## config.mk

```make
export PLATFORM = sky130hd
export DESIGN_NAME = carrier_loop_ctrl
export DESIGN_NICKNAME = d
export VERILOG_FILES = /design/src/rtl/qpsk_ctrl_pkg.sv /design/src/rtl/carrier_lock_det.sv /design/src/rtl/carrier_loop_ctrl.sv
export SDC_FILE = /design/constraint.sdc
export NUM_CORES = 1
export LEC_CHECK = 0
export ABC_CLOCK_PERIOD_IN_PS = 11000
export BUFFER_PORTS_ARGS = -buffer_cell sky130_fd_sc_hd__buf_2
export CORE_MARGIN = 10
export CORE_UTILIZATION = 55
export CTS_CLUSTER_DIAMETER = 150
export CTS_CLUSTER_SIZE = 30
export DETAILED_ROUTE_END_ITERATION = 16
export HOLD_SLACK_MARGIN = 0.06
export PLACE_DENSITY = 0.79
export SLEW_MARGIN = 0
export SYNTH_ARGS = -nofsm -noshare
export SYNTH_HDL_FRONTEND = slang
export SYNTH_SLANG_ARGS = --single-unit
```

## constraint.sdc

```tcl
create_clock -name clk_8megahz -period 11 [get_ports clk_8megahz]
set_input_delay 0 -clock clk_8megahz [delete_from_list [all_inputs] [get_ports clk_8megahz]]
set_output_delay 0 -clock clk_8megahz [all_outputs]
set_load 0.02 [all_outputs]
```

## src/rtl/qpsk_ctrl_pkg.sv

```systemverilog
// Shared types, widths and saturating/abs helpers for the QPSK carrier-recovery loop.
package qpsk_ctrl_pkg;

  localparam int unsigned DW       = 14;
  localparam int unsigned INT_W    = 24;
  localparam int unsigned SUM_W    = INT_W + 1;
  localparam int unsigned HOLD_GAP = 256;

  typedef enum logic [1:0] {
    ST_IDLE    = 2'd0,
    ST_ACQUIRE = 2'd1,
    ST_TRACK   = 2'd2,
    ST_HOLD    = 2'd3
  } loop_state_t;

  localparam logic signed [SUM_W-1:0] DW_MAX  = SUM_W'((2 ** (DW - 1)) - 1);
  localparam logic signed [SUM_W-1:0] INT_MAX = SUM_W'((2 ** (INT_W - 1)) - 1);

  // Symmetric clamp: the most negative code is never produced.
  function automatic logic signed [DW-1:0] sat_dw(input logic signed [SUM_W-1:0] x);
    logic signed [SUM_W-1:0] y;
    y = x;
    if (x > DW_MAX) y = DW_MAX;
    else if (x < -DW_MAX) y = -DW_MAX;
    return DW'(y);
  endfunction

  function automatic logic signed [INT_W-1:0] sat_int(input logic signed [SUM_W-1:0] x);
    logic signed [SUM_W-1:0] y;
    y = x;
    if (x > INT_MAX) y = INT_MAX;
    else if (x < -INT_MAX) y = -INT_MAX;
    return INT_W'(y);
  endfunction

  // Magnitude as unsigned; -2^(DW-1) maps to 2^(DW-1) without overflow.
  function automatic logic [DW-1:0] abs_dw(input logic signed [DW-1:0] x);
    return x[DW-1] ? DW'(-x) : DW'(x);
  endfunction

endpackage

```

## src/rtl/carrier_lock_det.sv

```systemverilog
// Lock detector: consecutive good/bad sample counters with threshold compares.
module carrier_lock_det
  import qpsk_ctrl_pkg::*;
#(
  parameter int unsigned LOCK_THR   = 256,
  parameter int unsigned LOCK_CNT   = 64,
  parameter int unsigned UNLOCK_THR = 1024,
  parameter int unsigned UNLOCK_CNT = 16
) (
  input  logic                 clk,
  input  logic                 rst_n,
  input  logic                 clr_i,
  input  logic                 valid_i,
  input  logic signed [DW-1:0] err_i,
  output logic                 lock_hit_c_o,
  output logic                 unlock_hit_c_o
);

  localparam int unsigned GW = $clog2(LOCK_CNT + 1);
  localparam int unsigned BW = $clog2(UNLOCK_CNT + 1);
  localparam logic [GW-1:0] GOOD_MAX     = GW'(LOCK_CNT);
  localparam logic [BW-1:0] BAD_MAX      = BW'(UNLOCK_CNT);
  localparam logic [DW-1:0] LOCK_THR_W   = DW'(LOCK_THR);
  localparam logic [DW-1:0] UNLOCK_THR_W = DW'(UNLOCK_THR);

  logic [DW-1:0] err_abs;
  logic          good_c, bad_c;
  logic [GW-1:0] good_q, good_d;
  logic [BW-1:0] bad_q, bad_d;

  assign err_abs = abs_dw(err_i);
  assign good_c  = err_abs < LOCK_THR_W;
  assign bad_c   = err_abs > UNLOCK_THR_W;

  // Hits fire on the sample that completes the run, not one cycle later.
  assign lock_hit_c_o   = valid_i && good_c && (good_q >= GW'(LOCK_CNT - 1));
  assign unlock_hit_c_o = valid_i && bad_c && (bad_q >= BW'(UNLOCK_CNT - 1));

  always_comb begin
    good_d = good_q;
    bad_d  = bad_q;
    if (clr_i) begin
      good_d = '0;
      bad_d  = '0;
    end else if (valid_i) begin
      good_d = !good_c ? '0 : ((good_q == GOOD_MAX) ? good_q : good_q + GW'(1));
      bad_d  = !bad_c  ? '0 : ((bad_q == BAD_MAX)   ? bad_q  : bad_q + BW'(1));
    end
  end

  always_ff @(posedge clk or negedge rst_n) begin
    if (!rst_n) begin
      good_q <= '0;
      bad_q  <= '0;
    end else begin
      good_q <= good_d;
      bad_q  <= bad_d;
    end
  end

endmodule

```

## src/rtl/carrier_loop_ctrl.sv

```systemverilog
// QPSK carrier-recovery loop sequencer: PI loop filter, gain scheduling, lock/timeout FSM.
// Define CARRIER_HOLD_EN to add the HOLD state (TRACK with no samples for HOLD_GAP cycles).
module carrier_loop_ctrl
  import qpsk_ctrl_pkg::*;
#(
  parameter int unsigned INT_FRAC    = 4,
  parameter int unsigned KP_ACQ      = 2,
  parameter int unsigned KI_ACQ      = 6,
  parameter int unsigned KP_TRK      = 4,
  parameter int unsigned KI_TRK      = 10,
  parameter int unsigned LOCK_THR    = 256,
  parameter int unsigned LOCK_CNT    = 64,
  parameter int unsigned UNLOCK_THR  = 1024,
  parameter int unsigned UNLOCK_CNT  = 16,
  parameter int unsigned ACQ_TIMEOUT = 65535
) (
  input  logic                 clk_8megahz,
  input  logic                 rst_n,
  input  logic                 enable,
  input  logic signed [DW-1:0] err_data,
  input  logic                 err_valid,
  output logic signed [DW-1:0] nco_ctrl,
  output logic                 nco_clear,
  output logic                 locked,
  output logic                 lock_lost,
  output logic [1:0]           loop_state
);

  localparam int unsigned TW = $clog2(ACQ_TIMEOUT + 1);

  loop_state_t             state_q, state_d;
  logic signed [INT_W-1:0] integ_q, integ_new;
  logic signed [DW-1:0]    nco_q, nco_new;
  logic [TW-1:0]           timer_q;
  logic                    nco_clear_q, locked_q, lock_lost_q;
  logic                    sample_c, timeout_c, restart_c, clr_c;
  logic                    lock_hit_c, unlock_hit_c;
  logic signed [SUM_W-1:0] err_x, p_term, i_term, integ_sum, nco_sum;

  assign sample_c  = enable && err_valid && (state_q != ST_IDLE);
  assign timeout_c = (state_q == ST_ACQUIRE) && (timer_q == TW'(ACQ_TIMEOUT - 1));

  // PI filter; gains follow the state the sample arrives in (HOLD uses tracking gains).
  assign err_x     = SUM_W'(err_data);
  assign p_term    = (state_q == ST_ACQUIRE) ? (err_x >>> KP_ACQ) : (err_x >>> KP_TRK);
  assign i_term    = (state_q == ST_ACQUIRE) ? (err_x >>> KI_ACQ) : (err_x >>> KI_TRK);
  assign integ_sum = SUM_W'(integ_q) + i_term;
  assign integ_new = sat_int(integ_sum);
  assign nco_sum   = p_term + SUM_W'(integ_new >>> INT_FRAC);
  assign nco_new   = sat_dw(nco_sum);

`ifdef CARRIER_HOLD_EN
  localparam int unsigned HW = $clog2(HOLD_GAP + 1);
  logic [HW-1:0] hold_q;
  logic          gap_c;
  assign gap_c = (hold_q == HW'(HOLD_GAP - 1)) && !sample_c;
`endif

  carrier_lock_det #(
    .LOCK_THR   (LOCK_THR),
    .LOCK_CNT   (LOCK_CNT),
    .UNLOCK_THR (UNLOCK_THR),
    .UNLOCK_CNT (UNLOCK_CNT)
  ) u_lock_det (
    .clk            (clk_8megahz),
    .rst_n          (rst_n),
    .clr_i          (clr_c),
    .valid_i        (sample_c),
    .err_i          (err_data),
    .lock_hit_c_o   (lock_hit_c),
    .unlock_hit_c_o (unlock_hit_c)
  );

  // Next state; disable overrides everything, lock beats a coincident timeout.
  always_comb begin
    state_d   = state_q;
    restart_c = 1'b0;
    if (!enable) begin
      state_d = ST_IDLE;
    end else begin
      case (state_q)
        ST_IDLE:    state_d = ST_ACQUIRE;
        ST_ACQUIRE: begin
          if (lock_hit_c)     state_d = ST_TRACK;
          else if (timeout_c) restart_c = 1'b1;
        end
        ST_TRACK: begin
          if (unlock_hit_c) state_d = ST_ACQUIRE;
`ifdef CARRIER_HOLD_EN
          else if (gap_c)   state_d = ST_HOLD;
`endif
        end
`ifdef CARRIER_HOLD_EN
        ST_HOLD:    if (sample_c) state_d = ST_TRACK;
`endif
        default:    state_d = ST_IDLE;
      endcase
    end
  end

  assign clr_c = (state_d != state_q) || restart_c;

  always_ff @(posedge clk_8megahz or negedge rst_n) begin
    if (!rst_n) begin
      state_q     <= ST_IDLE;
      integ_q     <= '0;
      nco_q       <= '0;
      timer_q     <= '0;
      nco_clear_q <= 1'b0;
      locked_q    <= 1'b0;
      lock_lost_q <= 1'b0;
    end else begin
      state_q     <= state_d;
      nco_clear_q <= ((state_q == ST_IDLE) && (state_d == ST_ACQUIRE)) || restart_c;
      lock_lost_q <= (state_q == ST_TRACK) && (state_d == ST_ACQUIRE);
      locked_q    <= (state_d == ST_TRACK) || (state_d == ST_HOLD);
      if (!enable || (state_q == ST_IDLE) || restart_c) integ_q <= '0;
      else if (sample_c)                                integ_q <= integ_new;
      if (!enable)       nco_q <= '0;
      else if (sample_c) nco_q <= nco_new;
      if ((state_q == ST_ACQUIRE) && (state_d == ST_ACQUIRE) && !restart_c)
        timer_q <= timer_q + TW'(1);
      else
        timer_q <= '0;
    end
  end

`ifdef CARRIER_HOLD_EN
  // Idle-gap counter for entering HOLD.
  always_ff @(posedge clk_8megahz or negedge rst_n) begin
    if (!rst_n) hold_q <= '0;
    else if ((state_q == ST_TRACK) && (state_d == ST_TRACK) && !sample_c) hold_q <= hold_q + HW'(1);
    else hold_q <= '0;
  end
`endif

  assign nco_ctrl   = nco_q;
  assign nco_clear  = nco_clear_q;
  assign locked     = locked_q;
  assign lock_lost  = lock_lost_q;
  assign loop_state = state_q;

endmodule
```

==> impl_metrics.py, run 1 <==
metrics = {
    "hold_path": {
        "hp-class": "in -> reg",
        "hold_end": "integ_q[5]",
        "hold_path_depth": 4,
        "min_from": "err_valid",
    },
    "cells_and_area": {
        "syn2layout_area_growth_pct": 8.665,
        "finalNetCount": 862,
        "final_cell_area_um2": 6998,
        "fin_cells": 938,
        "diodes": 0,
        "drive_above_1_share": 0.09937,
    },
    "synthesis": {
        "ys_warn_count": 0,
        "syn-num-nets": 847,
        "synth_cells": 775,
        "synth_edf_count": 0,
        "synth_top_area_share": 0.2759,
        "synthFlopType": "dfrtp_1",
        "yosysUniqueCellTypes": 77,
        "netlist_area_um2": 6440,
        "synth.area.top_cells": "dfrtp_1, ha_1, nand2_1, a21oi_1, xnor2_1",
        "avgSynthCellArea_um2": 8.310,
        "synth_top_cell_by_area": "dfrtp_1",
        "async_flop_share": 1.000,
        "seq_area_frac_synth": 0.2759,
        "synth_seq_cells": 71,
    },
    "grt": {
        "grt_pass1_vias": 5761,
        "grtUsageTotal": 0.2017,
        "grt_pass1_wl_um": 27760,
        "grt_max_degree": 72,
        "gr-total-overflow": 0,
        "antenna_found_initial": 0,
    },
    "pwr": {
        "peakVddDrop_uv": 117.6,
        "cellLeakagePower_nw": 3.137,
        "cellPowerDensity_nw_per_um2": 139.4,
    },
    "sta": {
        "tightest_slew_ns": 1.181,
        "rsz0062_at_grt": "no",
        "holdWs_ns": 0.1378,
        "layout_min_cycle_time_ns": 7.424,
        "setup-tns-final_ns": 0,
        "finalMaxSlewViolations": 0,
        "setup_viol": 0,
        "hold_viol_final": 0,
        "max_freq_mhz": 134.7,
        "timing.final.crit_share": 0.6749,
        "skew_ns": 0.009578,
        "slew_headroom": 0.2078,
    },
    "clocking": {
        "htreeDepth": 3,
        "clock_sinks": 71,
        "cts_max_path_buffers": 2,
        "cts_root_buf": "clkbuf_16",
        "cts_tree": "done",
        "clk_pin_slew_ns": 0.06,
        "cts_setup_buffers": 0,
        "numCtsBuffers": 9,
        "worstSkewPairLatency_ns": 0.34,
    },
    "worst_setup_path": {
        "start_kind": "flop",
        "critPathArrivalTime_ns": 7.66,
        "reg2reg_from": "loop_state[0]",
        "r2r_cells": 24,
        "end_kind": "flop",
        "crit_required_ns": 11.24,
        "critPathMaxFanout": 23,
        "critical_path_class": "reg -> reg",
        "reg2reg_slack_ns": 3.58,
        "r2r-end": "nco_ctrl[11]",
    },
    "routing": {
        "drtPass1Iterations": 8,
        "drc": 0,
        "postRouteAntennaNets": 0,
        "wl_per_cell_um": 17.75,
        "vias_per_cell": 6.420,
        "via_count": 6022,
        "finalWirelength_um": 16650,
        "drtIter0Drc": 477,
    },
    "place": {
        "place_area_um2": 6679,
        "gp_congestion": 0.9451,
        "dp_hpwl_um": 12450,
        "port_buffers": 36,
        "place_inst": 920,
    },
    "floorplan": {
        "die_x_um": 128.2,
        "core_area_um2": 11420,
        "rows": 39,
        "dieArea_um2": 16440,
        "die_height_um": 128.2,
        "pin_count": 37,
        "initial_utilization": 0.5640,
    },
    "status": {
        "outcome": "finished clean",
    },
    "flow_run": {
        "cap_violations": 0,
    },
}
## layout by cell type (no fill, tap or decap), types with 28 or more instances in the layout
cell     netlist  routed
nand2_1       90      90
dfrtp_1       71      71
nor2_1        61      61
a21oi_1       52      52
ha_1          52      52
o21ai_0       40      40
buf_2          9      36
o21a_1        31      31
xnor2_1       29      29
inv_1         28      28
## through the flow
stage	total power, mW	util	worst slack [ns]
floorplan	0.5803	-	4.670
global placement	0.6684	0.5849	4.109
detailed placement	0.6777	0.5849	3.736
CTS	0.9758	0.6129	3.702
global route	1.032	0.6129	2.854
finish	0.9755	0.6129	3.576
## cell type report
| cell class | instances | area (um^2) |
|---|---|---|
| Timing Repair Buffer | 40 | 215.2 |
| Clock inverter | 6 | 70.07 |
| Inverter | 28 | 105.1 |
| Sequential cell | 71 | 1777 |
| Fill cell | 974 | 4420 |
| Multi-Input combinational cell | 640 | 4423 |
| Clock buffer | 10 | 229.0 |
| Tap cell | 143 | 178.9 |
## flip-flops by register name, summed over array words and instances, names as in the netlist
name / flops
integ_q: 24
lock_lost: 1
locked: 1
loop_state: 2
nco_clear: 1
nco_ctrl: 14
timer_q: 16
u_lock_det.bad_q: 5
u_lock_det.good_q: 7
## worst max-delay path: stages, from the launching register on
cell and delay (ns):
dfrtp_1 0.41, inv_1 0.12, nor2_1 0.56, nand2_1 0.15
nand2_1 0.11, ha_1 0.24, o211ai_1 0.16, o211a_1 0.28
or2_2 0.32, o311a_1 0.39, a21oi_1 0.25, mux2i_1 0.21
nand2b_1 0.44, o21ai_0 0.43, inv_1 0.10, ha_1 0.34
a211oi_2 0.27, o21ai_1 0.19, a211oi_1 0.36, o221ai_1 0.18
a2111oi_0 0.46, nor3_1 0.16, a211oi_1 0.96, a21oi_1 0.10
o31ai_1 0.12
## synth_stat cells (all sizes together), types with 15 or more instances
master and instances:
a21oi 54, inv 28, o21a 31, xnor2 29, xor2 21, nand3 19, ha 52, clkbuf 26
nand2 90, nor3 20, o21ai 44, and3 15, a22o 20, dfrtp 71, nor2 63
## power breakdown
group | total, mW | switching, mW | internal (mW)
Combinational | 0.393 | 0.243 | 0.151
Sequential | 0.287 | 0.0108 | 0.276
Clock | 0.295 | 0.119 | 0.177
Total | 0.976 | 0.372 | 0.604
## cells by family (layout without fill, tap and decap cells)
family	Yosys count	in the layout	synth area share
AND/OR/NAND/NOR	276	276	0.2160
AO/OA/AOI/OAI	255	255	0.2841
flip-flops	71	71	0.2759
buffers and inverters	64	84	0.04022
adder cells (fa/ha/maj)	54	54	0.1072
XOR/XNOR	50	50	0.06800
multiplexers	5	5	0.008548
## per-layer routing
layer	up-vias	routed length, um	GRT usage
met5	-	0	0
met4	0	396	0.07285
met3	32	891	0.04136
met2	197	8024	0.3392
met1	2876	7333	0.2486
li1	2917	-	-
## worst max-delay path by stage
stage	from	end	slack (ns)	depth (start not counted)
final	loop_state[0]	nco_ctrl[11]	3.58	24
after global routing	loop_state[0]	nco_ctrl[11]	2.85	24
after CTS	loop_state[0]	nco_ctrl[11]	3.70	24
after detailed placement	loop_state[0]	nco_ctrl[11]	3.74	24
after global placement	loop_state[0]	nco_ctrl[12]	4.11	25
after floorplan	loop_state[1]	nco_ctrl[2]	4.67	27
## what timing repair did
action	4_1_cts	5_1_grt
endpoints found under the hold margin	74	0
resized for setup	0	0
endpoints found under the setup margin	0	0
hold buffers	2	0
No activity file was read; power rests on OpenSTA's default activity.
==> inputs of run 2 (changes only) <==
- ABC_CLOCK_PERIOD_IN_PS: 11000 -> 7500
- clock period: 11 -> 7.5 ns (I/O delays scaled with it)
==> impl_metrics.py, run 2 (synthesized netlist as in run 1, its figures left out) <==
metrics = {
    "clocking": {
        "cts_root_buf": "clkbuf_16",
        "cts_tree": "done",
        "clock_sinks": 71,
        "clk_pin_slew_ns": 0.06,
        "cts_setup_buffers": 0,
        "htreeDepth": 3,
        "numCtsBuffers": 9,
        "worstSkewPairLatency_ns": 0.34,
        "cts_max_path_buffers": 2,
    },
    "flow_run": {
        "cap_violations": 0,
    },
    "sta": {
        "slew_headroom": 0.3888,
        "layout_min_cycle_time_ns": 6.976,
        "rsz0062_at_grt": "no",
        "finalMaxSlewViolations": 0,
        "holdWs_ns": 0.2416,
        "setup_viol": 0,
        "setup-tns-final_ns": 0,
        "hold_viol_final": 0,
        "max_freq_mhz": 143.4,
        "tightest_slew_ns": 0.9169,
        "skew_ns": 0.01171,
        "timing.final.crit_share": 0.9301,
    },
    "cells_and_area": {
        "final_core_util": 0.6140,
        "syn2layout_area_growth_pct": 8.859,
        "drive_above_1_share": 0.1063,
        "final_common_cell": "nand2_1",
        "largest_register": "integ_q",
        "diodes": 0,
        "final_cell_mix": "nand2_1, dfrtp_1, nor2_1, a21oi_1, ha_1",
        "fin_cells": 943,
        "largest_reg_flops": 24,
        "fillers": 973,
        "finalNetCount": 867,
    },
    "grt": {
        "grt_pass1_vias": 5797,
        "grt_pass1_wl_um": 27700,
        "grtUsageTotal": 0.1993,
        "gr-total-overflow": 0,
        "grt_max_degree": 72,
        "antenna_found_initial": 0,
    },
    "routing": {
        "wl_per_cell_um": 17.53,
        "drtPass1Iterations": 5,
        "postRouteAntennaNets": 0,
        "drtIter0Drc": 533,
        "via_count": 5971,
        "finalWirelength_um": 16530,
        "drc": 0,
        "vias_per_cell": 6.332,
    },
    "floorplan": {
        "core_area_um2": 11420,
        "die_height_um": 128.2,
        "die_x_um": 128.2,
        "dieArea_um2": 16440,
        "pin_count": 37,
        "rows": 39,
        "initial_utilization": 0.5640,
    },
    "pwr": {
        "peakVddDrop_uv": 191.6,
        "cellLeakagePower_nw": 3.158,
        "p_total_mw": 1.393,
        "cellPowerDensity_nw_per_um2": 198.8,
    },
    "worst_setup_path": {
        "crit_top_cell": "nand2_1",
        "critPathBufInv": 2,
        "max_stage_delay_ns": 0.48,
        "start_kind": "flop",
        "critPathSlowestCell": "dfrtp_1",
        "critical_path_class": "reg -> reg",
        "cp_top_family": "compound AO/OA/AOI/OAI gates",
        "critPathArrivalTime_ns": 7.20,
        "end_kind": "flop",
        "crit_required_ns": 7.72,
        "critPathMaxFanout": 12,
    },
    "status": {
        "outcome": "finished clean",
    },
    "place": {
        "place_inst": 925,
        "port_buffers": 36,
        "gp_congestion": 0.8741,
        "dp_hpwl_um": 12760,
    },
    "hold_path": {
        "hp-class": "in -> reg",
    },
}
==> run 2: report_power, final <==
group	total, mW	internal [mW]	leakage [nW]	switching (mW)
combinational	0.577	0.223	2.05	0.354
clock	0.395	0.226	0.134	0.169
sequential	0.421	0.405	0.971	0.0162
total	1.39	0.854	3.16	0.540
==> run 2: worst min-delay path, cell delays in order <==
cell	delay, ns
buf_2	0.12
nor3_2	0.05
buf_4	0.21
nand2_1	0.09
o21ai_0	0.06
==> run 2: final timing paths <==
path | end | startpoint | slack, ns | cells past startpoint
worst max-delay path | nco_ctrl[3] | loop_state[1] | 0.52 | 25
worst min-delay path | integ_q[2] | err_valid | 0.24 | 5
worst max register to register | nco_ctrl[3] | loop_state[1] | 0.52 | 25
worst min register to register | nco_ctrl[4] | nco_ctrl[4] | 0.50 | 2
max in group asynchronous | integ_q[14] | rst_n | 6.48 | 3
min in group asynchronous | u_lock_det.bad_q[3] | rst_n | 0.42 | 3
==> run 2: metal layers <==
metal  share of wire  wire length (um)  global-route usage
met5               0                 0                   0
met4           0.020               331             0.05762
met1            0.45              7407              0.2519
met2            0.49              8034              0.3359
met3           0.046               759             0.03846
==> run 2: final cells by class <==
cell class | count | area [um^2] | area share
flip-flops and latches | 71 | 1777 | 0.2534
multi-input cells | 640 | 4422 | 0.6307
clock inverters | 6 | 46.29 | 0.006604
inverters | 28 | 105.1 | 0.01499
clock buffers | 10 | 229.0 | 0.03266
well taps | 143 | 178.9 | 0.02552
repair buffers | 45 | 252.7 | 0.03605
==> run 2: metrics by stage <==
stage / setup slack, ns / cell area [um^2]
after floorplan: 1.170 / 6440
after global placement: 0.8030 / 6710
after detailed placement: 0.3778 / 6710
after CTS: 0.3882 / 7005
after global routing: 0.02385 / 7010
final: 0.5244 / 7010
==> run 2: timing repair <==
item                                    CTS  global route
hold buffers                              2             0
endpoints found under the setup margin    0            11
resized for setup                         0             1
endpoints found under the hold margin    73             0
==> inputs of run 3 (changes only) <==
- ABC_AREA: not set -> 1
==> impl_metrics.py, run 3 <==
metrics = {
    "worst_setup_path": {
        "start_kind": "flop",
        "r2r_cells": 42,
        "critPathSlowestCell": "fa_1",
        "crit_start": "loop_state[0]",
        "crit_required_ns": 7.78,
        "reg2reg_slack_ns": 1.00,
        "cp_top_family": "simple AND/OR/NAND/NOR gates",
        "crit_top_cell": "nand2_1",
        "critPathArrivalTime_ns": 6.77,
        "critPathMaxFanout": 22,
        "end_kind": "flop",
        "reg2reg_from": "loop_state[0]",
        "worst-path-stages": 42,
        "max_stage_delay_ns": 0.47,
        "crit_end": "nco_ctrl[9]",
        "r2r-end": "nco_ctrl[9]",
        "critical_path_class": "reg -> reg",
        "critPathBufInv": 5,
    },
    "cells_and_area": {
        "drive_above_1_share": 0.1030,
        "final_cell_area_um2": 8379,
        "final_cell_mix": "nand2_1, inv_1, nor2_1, dfrtp_1, nand3_1",
        "final_common_cell": "nand2_1",
        "largest_register": "integ_q",
        "final_core_util": 0.6060,
        "largest_reg_flops": 24,
        "fin_cells": 1491,
        "finalNetCount": 1378,
        "syn2layout_area_growth_pct": 8.718,
        "diodes": 0,
    },
    "grt": {
        "grt_pass1_wl_um": 34610,
        "gr-total-overflow": 0,
        "antenna_found_initial": 0,
        "grt_pass1_vias": 7384,
        "grtUsageTotal": 0.2076,
        "grt_max_degree": 72,
    },
    "synthesis": {
        "synthTopCellsByCount": "nand2_1, inv_1, nor2_1, dfrtp_1, nand3_1",
        "netlist_area_um2": 7707,
        "synth.most_common_cell": "nand2_1",
        "yosysUniqueCellTypes": 41,
        "synth_top_cell_by_area": "dfrtp_1",
        "synth_edf_count": 0,
        "avgSynthCellArea_um2": 6.050,
        "synthFlopType": "dfrtp_1",
        "async_flop_share": 1.000,
        "ys_warn_count": 0,
        "synth.area.top_cells": "dfrtp_1, nand2_1, inv_1, ha_1, xor2_1",
        "synth_cells": 1274,
        "seq_area_frac_synth": 0.2305,
        "synth_seq_cells": 71,
        "syn-num-nets": 1346,
        "synth_top_area_share": 0.2305,
    },
    "routing": {
        "finalWirelength_um": 20050,
        "drc": 0,
        "wl_per_cell_um": 13.45,
        "drtIter0Drc": 654,
        "postRouteAntennaNets": 0,
        "drtPass1Iterations": 5,
        "via_count": 7840,
        "vias_per_cell": 5.258,
    },
    "pwr": {
        "cellPowerDensity_nw_per_um2": 228.2,
        "cellLeakagePower_nw": 4.674,
        "peakVddDrop_uv": 143.0,
    },
    "sta": {
        "setup_viol": 0,
        "rsz0062_at_grt": "no",
        "layout_min_cycle_time_ns": 6.496,
        "tightest_slew_ns": 1.016,
        "slew_headroom": 0.3218,
        "setup-tns-final_ns": 0,
        "timing.final.crit_share": 0.8661,
        "max_freq_mhz": 153.9,
        "hold_viol_final": 0,
        "skew_ns": 0.009957,
        "finalMaxSlewViolations": 0,
    },
    "clocking": {
        "cts_root_buf": "clkbuf_16",
        "clk_pin_slew_ns": 0.06,
        "cts_tree": "done",
        "cts_resized": 0,
        "numCtsBuffers": 9,
        "cts_max_path_buffers": 2,
        "htreeDepth": 3,
        "worstSkewPairLatency_ns": 0.35,
        "cts_setup_buffers": 0,
        "clock_sinks": 71,
    },
    "status": {
        "outcome": "finished clean",
    },
    "floorplan": {
        "dieArea_um2": 19150,
        "pin_count": 37,
        "initial_utilization": 0.5574,
        "die_x_um": 138.4,
        "die_height_um": 138.4,
        "rows": 43,
        "core_area_um2": 13830,
    },
    "place": {
        "place_area_um2": 8020,
        "gp_congestion": 0.9798,
        "dp_hpwl_um": 15690,
        "port_buffers": 36,
        "place_inst": 1473,
    },
    "flow_run": {
        "cap_violations": 0,
    },
    "hold_path": {
        "hp-class": "in -> reg",
    },
}
==> run 3: through the flow <==
stage                     hold slack [ns]  setup WS (ns)  total power [mW]
after floorplan                   -0.2956          2.262             1.191
after global placement             0.1987          1.284             1.392
after detailed placement           0.1910          1.177             1.400
after CTS                          0.1519          1.111             1.912
after global routing               0.2024         0.2585             2.071
final                              0.1665          1.004             1.912
==> run 3: cell type report <==
type,instances,area (um^2)
well taps,180,225.2
clock inverters,5,106.4
multi-input cells,965,4999
clock buffers,11,232.7
inverters,219,822.0
repair buffers,40,217.7
fillers,1324,5448
flip-flops and latches,71,1777
==> run 3: worst register-to-register path, delay by kind of cell (launching register included) <==
family / cells / cell delay, ns
xor+xnor: 1 / 0.15
compound gates: 2 / 0.43
simple gates: 30 / 3.39
flops: 1 / 0.44
fa+ha+maj: 4 / 1.39
buf+inv: 5 / 0.67
==> run 3: worst min path at each step <==
stage,startpoint,to,slack (ns),cells past startpoint
after floorplan,rst_n,integ_q[0],-0.30,0
after global placement,rst_n,integ_q[9],0.20,1
after detailed placement,rst_n,integ_q[19],0.19,1
after CTS,err_valid,integ_q[7],0.15,5
after global routing,err_valid,integ_q[7],0.20,5
final,err_valid,integ_q[7],0.17,5
==> run 3: kinds of logic (layout without fill, tap and decap cells) <==
family / count (synthesis) / after routing / share of synthesized area
simple gates: 753 / 753 / 0.4263
buf+inv: 238 / 275 / 0.1209
compound gates: 109 / 109 / 0.07695
flops: 71 / 71 / 0.2305
fa+ha+maj: 54 / 54 / 0.08961
xor+xnor: 49 / 49 / 0.05568
==> run 3: report_power, final <==
group | internal (mW) | switching (mW) | total (mW)
combinational | 0.316 | 0.664 | 0.980
sequential | 0.414 | 0.0211 | 0.435
clock | 0.326 | 0.171 | 0.497
==> run 3: per-layer routing <==
| layer | global-route usage | vias up | share of wire |
|---|---|---|---|
| met1 | 0.2656 | 3539 | 0.45 |
| met2 | 0.3489 | 228 | 0.48 |
| met3 | 0.03836 | 30 | 0.058 |
| met4 | 0.05660 | 0 | 0.017 |
| li1 | - | 4043 | - |
| met5 | 0 | - | 0 |
==> run 3: timing repair <==
item	CTS	global route
setup endpoints to repair	0	0
hold endpoints to repair	72	0
hold buffers	2	0
